--- src/rtl/blackjack_pkg.sv ---
// Shared deck constants, dealer state encoding and card-decoding helpers.
package blackjack_pkg;

    localparam int DECK_SIZE  = 52;
    localparam int NUM_RANKS  = 13;
    localparam int FACE_VALUE = 10;

    typedef enum logic [1:0] {
        ST_IDLE    = 2'd0,
        ST_PICK    = 2'd1,
        ST_DELIVER = 2'd2,
        ST_SHUFFLE = 2'd3
    } dealer_state_t;

    // Fold a 6-bit random value into the 0..51 card index range.
    function automatic logic [5:0] wrap_idx(input logic [5:0] raw);
        return (raw >= 6'(DECK_SIZE)) ? raw - 6'(DECK_SIZE) : raw;
    endfunction

    // Card index -> rank 1..13 (1 = ace, 11..13 = J, Q, K).
    function automatic logic [3:0] idx_rank(input logic [5:0] idx);
        return 4'(idx % 6'(NUM_RANKS)) + 4'd1;
    endfunction

    // Card index -> suit 0..3.
    function automatic logic [1:0] idx_suit(input logic [5:0] idx);
        return 2'(idx / 6'(NUM_RANKS));
    endfunction

    // Blackjack value: face cards count as ten, ace counts as one here.
    function automatic logic [7:0] rank_value(input logic [3:0] rank);
        return (rank > 4'(FACE_VALUE)) ? 8'(FACE_VALUE) : {4'd0, rank};
    endfunction

endpackage

--- src/rtl/card_lfsr.sv ---
// 16-bit Fibonacci LFSR, taps 16/14/13/11, free-running outside reset.
module card_lfsr (
    input  logic        clk,
    input  logic        rst,
    input  logic [15:0] seed,
    output logic [15:0] state
);

    // Shift right, feeding the tap XOR into the top bit; reload seed on reset.
    always_ff @(posedge clk) begin
        if (rst) begin
            state <= seed;
        end else begin
            state <= {state[0] ^ state[2] ^ state[3] ^ state[5], state[15:1]};
        end
    end

endmodule

--- src/rtl/card_dealer.sv ---
// Deals cards without replacement from a 52-card deck using an LFSR start
// point followed by a linear probe over the used-card bitmap.
//
//   state      | meaning
//   -----------+-------------------------------------------------------
//   ST_IDLE    | waiting; samples shuffle (priority) and draw_req
//   ST_PICK    | probing idx, stepping past cards already dealt
//   ST_DELIVER | card latched; raises card_valid on the way back to idle
//   ST_SHUFFLE | returns every card to the deck
module card_dealer
    import blackjack_pkg::*;
#(
    parameter logic [15:0] LFSR_SEED = 16'hACE1
) (
    input  logic       clk,
    input  logic       rst,
    input  logic       draw_req,
    input  logic       shuffle,
    output logic       card_valid,
    output logic [7:0] card_value,
    output logic [3:0] card_rank,
    output logic [1:0] card_suit,
    output logic [5:0] cards_left,
    output logic       deck_empty,
    output logic       busy
);

    localparam logic [5:0] LAST_IDX = 6'(DECK_SIZE - 1);

    dealer_state_t state;
    logic [51:0]   used;
    logic [5:0]    idx;
    logic [15:0]   lfsr;
    logic [5:0]    lfsr_low;
    logic [9:0]    lfsr_hi_unused;

    card_lfsr u_lfsr (
        .clk   (clk),
        .rst   (rst),
        .seed  (LFSR_SEED),
        .state (lfsr)
    );

    // Only the low six bits pick the starting card.
    assign {lfsr_hi_unused, lfsr_low} = lfsr;

    assign deck_empty = (cards_left == 6'd0);
    assign busy       = (state != ST_IDLE);

    // Dealer FSM with registered card outputs; reset abandons any draw.
    always_ff @(posedge clk) begin
        if (rst) begin
            state      <= ST_IDLE;
            used       <= '0;
            idx        <= '0;
            cards_left <= 6'(DECK_SIZE);
            card_valid <= 1'b0;
            card_value <= '0;
            card_rank  <= '0;
            card_suit  <= '0;
        end else begin
            card_valid <= 1'b0;
            case (state)
                ST_IDLE: begin
                    if (shuffle) begin
                        state <= ST_SHUFFLE;
                    end else if (draw_req && (cards_left != 6'd0)) begin
                        idx   <= wrap_idx(lfsr_low);
                        state <= ST_PICK;
                    end
                end
                ST_PICK: begin
                    // Terminates because a draw only starts with a free card left.
                    if (used[idx]) begin
                        idx <= (idx == LAST_IDX) ? 6'd0 : idx + 6'd1;
                    end else begin
                        used[idx]  <= 1'b1;
                        cards_left <= cards_left - 6'd1;
                        card_rank  <= idx_rank(idx);
                        card_suit  <= idx_suit(idx);
                        card_value <= rank_value(idx_rank(idx));
                        state      <= ST_DELIVER;
                    end
                end
                ST_DELIVER: begin
                    card_valid <= 1'b1;
                    state      <= ST_IDLE;
                end
                ST_SHUFFLE: begin
                    used       <= '0;
                    cards_left <= 6'(DECK_SIZE);
                    state      <= ST_IDLE;
                end
                default: begin
                    state <= ST_IDLE;
                end
            endcase
        end
    end

endmodule

--- config.mk ---
export PLATFORM = sky130hd
export DESIGN_NAME = card_dealer
export DESIGN_NICKNAME = d
export VERILOG_FILES = /design/src/rtl/blackjack_pkg.sv /design/src/rtl/card_lfsr.sv /design/src/rtl/card_dealer.sv
export SDC_FILE = /design/constraint.sdc
export NUM_CORES = 1
export LEC_CHECK = 0
export CAP_MARGIN = 20
export CORE_MARGIN = 1
export CORE_UTILIZATION = 30
export CTS_CLUSTER_DIAMETER = 80
export CTS_CLUSTER_SIZE = 14
export DETAILED_ROUTE_END_ITERATION = 6
export GPL_TIMING_DRIVEN = 0
export PLACE_DENSITY_LB_ADDON = 0.3
export SYNTH_ARGS = -nofsm -noshare
export SYNTH_HDL_FRONTEND = slang
export SYNTH_HIERARCHICAL = 1
export SYNTH_SLANG_ARGS = --single-unit
--- constraint.sdc ---
create_clock -name clk -period 4 [get_ports clk]
set_input_delay 0.4 -clock clk [delete_from_list [all_inputs] [get_ports clk]]
set_output_delay 0.4 -clock clk [all_outputs]
set_load 0.02 [all_outputs]
==> metrics.md <==
| Metric | Value |
|---|---|
| Final period utilization | `0.937` |
| Vias in the first global route | `roughly 3,900` |
| R2r startpoint | `idx[2]` |
| Total GRT Usage | `0.164` |
| Hold Path Class | `input pin to register` |
| Cell leakage power | `~2.2 nW` |
| Chip width | `127 µm` |
| Peak supply drop | `approximately 0.25 mV` |
| Placement Cell Area | `approximately 5200 µm²` |
| Via-to-Cell Ratio | `5.29` |
| Routed Wire Length | `~13,000 µm` |
| Clk buf depth | `2` |
| Post-DP HPWL | `8970 µm` |
| Die area | `roughly 16,000 µm²` |
| Sequential area share after synthesis | `0.399` |
| Fin. Hold Viols | `0` |
| CORE AREA | `approximately 15,000 µm²` |
| Detailed-route via count | `4,004` |
| Clock power frac | `0.374` |
| DR WL/cell | `about 17 µm` |
| Syn_area_per_cell | `a little over 9 µm²` |
| Port bufs | `21` |
| FMAX | `between 200 and 300 MHz` |
| TritonCTS clock tree | `done` |
| CP Max Fanout | `10` |
| Share of cells above drive strength 1 | `0.167` |
| Antenna diode count | `0` |
| I/O Pins | `27` |
| Yosys warns | `6` |
| Reg clk slew, reported paths | `approximately 0.060 ns` |
| Syn Std Cell Area | `approximately 4700 µm²` |
| Nets | `581` |
| Total gr overflow | `0` |
| Switching Fraction | `0.303` |
| Power Density | `about 440 nW/µm²` |
| Hold_sp | `rst` |
| Placer congestion estimate | `about 0.9` |
| CTS H-Tree Depth | `3` |
| Max Clock Skew | `between 0.01 and 0.015 ns` |
| Final Critical Period | `approximately 3.7 ns` |
| Slew headroom | `0.227` |
| First-pass GRT wire length | `20,500 µm` |
| Internal Dissipation | `1.70 mW` |
| Starting density of the core | `0.307` |
| CTS buffer count | `9` |
| Iteration-0 DRC Markers | `between 200 and 250` |
| EDFF count, synth | `0` |
| Max Cap Violations | `0` |
| Post-route cell area | `approximately 5600 µm²` |
| Worst hold slack | `0.361 ns` |
| Count of final setup violators | `0` |
| Mapped Cells | `around 500` |
| Seq pwr share | `0.410` |
| Critical path capture point type | `register` |
| Yosys cell types | `67` |
| Antenna violations before repair | `0` |
| Final max-slew violation count | `0` |
| Slew @ Worst Pin | `roughly 1.2 ns` |
| Root buf cell | `clkbuf_16` |
| Worst-Skew Late Latency | `~0.35 ns` |
| CP arrival | `slightly below 4 ns` |
| RSZ-0062 raised after global routing | `false` |
| Type of origin of the critical path | `register` |
| Synth Register Bits | `93` |
| Clock Sinks | `93` |
| Die height | `127 µm` |
| Post-CTS Hold Buffers | `0` |
| Largest net degree at the start of global routing | `27` |
| Logic pwr share | `0.216` |
| Site row count | `between 40 and 50` |
| Synthesis-to-layout area growth | `19.8%` |
| Req. time, crit path | `roughly 4.2 ns` |
| Worst setup path startpoint | `idx[2]` |
| Router iterations before antenna repair | `4` |
| Kind of critical path | `register to register` |
| Outcome | `finished, final reports clean` |
| Async S/R FF share, synth | `0` |
| Drt drc | `0` |
| Most used DFF post-synth | `dfxtp_1` |
| Antenna-violating nets left | `0` |
| P_sw | `0.738 mW` |
[registers in the layout (all words and copies together), names as in the netlist]
register	count
card_rank	4
card_suit	2
card_valid	1
card_value	4
cards_left	6
idx	6
state	2
u_lfsr/state	16
used	52
[stage by stage]
| stage | TNS, ns | worst slack, ns | power, mW | utilization | std cells |
|---|---|---|---|---|---|
| floorplan | 0 | 0.184 | 1.37 | - | 532 |
| finish | 0 | 0.253 | 2.44 | 0.367 | 757 |
| global placement | -1.06 | -0.508 | 1.51 | 0.340 | 741 |
| CTS | 0 | 0.0241 | 2.44 | 0.364 | 757 |
| detailed placement | -1.78 | -0.549 | 1.52 | 0.341 | 743 |
| global route | 0 | 0.00323 | 2.54 | 0.367 | 757 |
[cells in the final DEF, fill, tap and decap left out, types with 3 or more instances in the layout]
master,Yosys,routed
a211oi_1,6,6
a21oi_1,25,23
a22oi_1,3,3
a31oi_1,52,52
a32o_1,3,3
and3_1,4,4
and4_1,5,5
buf_2,10,6
buf_4,8,15
buf_6,6,6
clkbuf_1,17,14
clkbuf_16,0,9
clkdlybuf4s50_1,0,21
conb_1,2,20
dfxtp_1,93,93
ha_1,13,12
inv_1,13,13
mux2_2,10,10
mux2_4,9,9
mux2i_1,9,9
mux4_2,9,9
nand2_1,31,30
nand2b_1,5,5
nand3_1,13,12
nor2_1,80,80
nor2b_1,3,3
nor3_1,11,10
nor3_2,2,3
nor3b_1,3,3
o21a_1,3,3
o21ai_0,7,6
o21ai_1,5,5
o31ai_1,4,4
xnor2_1,6,5
[repair_timing]
action	4_1_cts	5_1_grt
setup endpoints to repair	7	5
setup buffers	3	0
resized for setup	7	12
pin swaps	2	2
[per-layer routing]
layer | vias up | global-route usage | part of all wire
met3 | 23 | 0.0333 | 0.048
met5 | - | 0 | 0
met4 | 0 | 0.0686 | 0.026
met2 | 111 | 0.264 | 0.46
li1 | 1935 | - | -
met1 | 1935 | 0.215 | 0.47
[path summary, 6_finish.rpt]
path / slack (ns) / cells past startpoint / endpoint
setup / recovery: 0.25 / 18 / card_value[0]
hold / removal: 0.36 / 2 / u_lfsr/state[0]
setup reg to reg: 0.25 / 18 / card_value[0]
hold reg to reg: 0.46 / 2 / card_rank[2]
[power groups by stage]
| stage | Clock, mW | Sequential, mW | Combinational, mW |
|---|---|---|---|
| 6_report | 0.913 | 1.00 | 0.527 |
| 5_1_grt | 0.965 | 1.00 | 0.573 |
| 4_1_cts | 0.927 | 1.00 | 0.512 |
| 3_5_place_dp | 0 | 1.02 | 0.500 |
| 3_3_place_gp | 0 | 1.02 | 0.489 |
| 2_1_floorplan | 0 | 1.03 | 0.339 |
[synth_stat cells, types with 10 or more instances]
cell type   n  area share
clkbuf_1   17       0.014
a21oi_1    25       0.027
mux2_2     10       0.024
ha_1       13       0.035
buf_2      10       0.011
nor3_1     11       0.012
dfxtp_1    93        0.40
a31oi_1    52       0.070
nand3_1    13       0.014
inv_1      13       0.010
nand2_1    31       0.025
nor2_1     80       0.064
[worst max-delay path: stages (launching register included)]
cell	delay (ns)
dfxtp_1	0.32
buf_6	0.14
buf_4	0.19
and4b_1	0.23
a21oi_4	0.18
ha_4	0.18
inv_1	0.07
o21ai_2	0.17
nand2_2	0.13
xnor2_4	0.16
ha_1	0.23
nand2b_1	0.12
nand4_1	0.19
nand2_1	0.16
mux2_2	0.36
ha_1	0.31
nor2_1	0.16
a2111oi_2	0.07
a221o_1	0.27
[cell type report]
class                           count  area (µm²)
Fill cell                        1593        9620
Sequential cell                    93        1860
Tap cell                          188         235
Inverter                           16        60.1
Clock buffer                       11         253
Buffer                             39         254
Clock inverter                      5        63.8
Multi-Input combinational cell    379        2610
Timing Repair Buffer               26         248
[logic make-up after synthesis]
logic type	share of synthesized area
AO/OA/AOI/OAI	0.181
XOR/XNOR	0.0113
adder cells (fa/ha/maj)	0.0373
buffers and inverters	0.0706
flip-flops	0.399
multiplexers	0.118
other	0.00161
AND/OR/NAND/NOR	0.180
No activity file was read; power rests on OpenSTA's default activity.
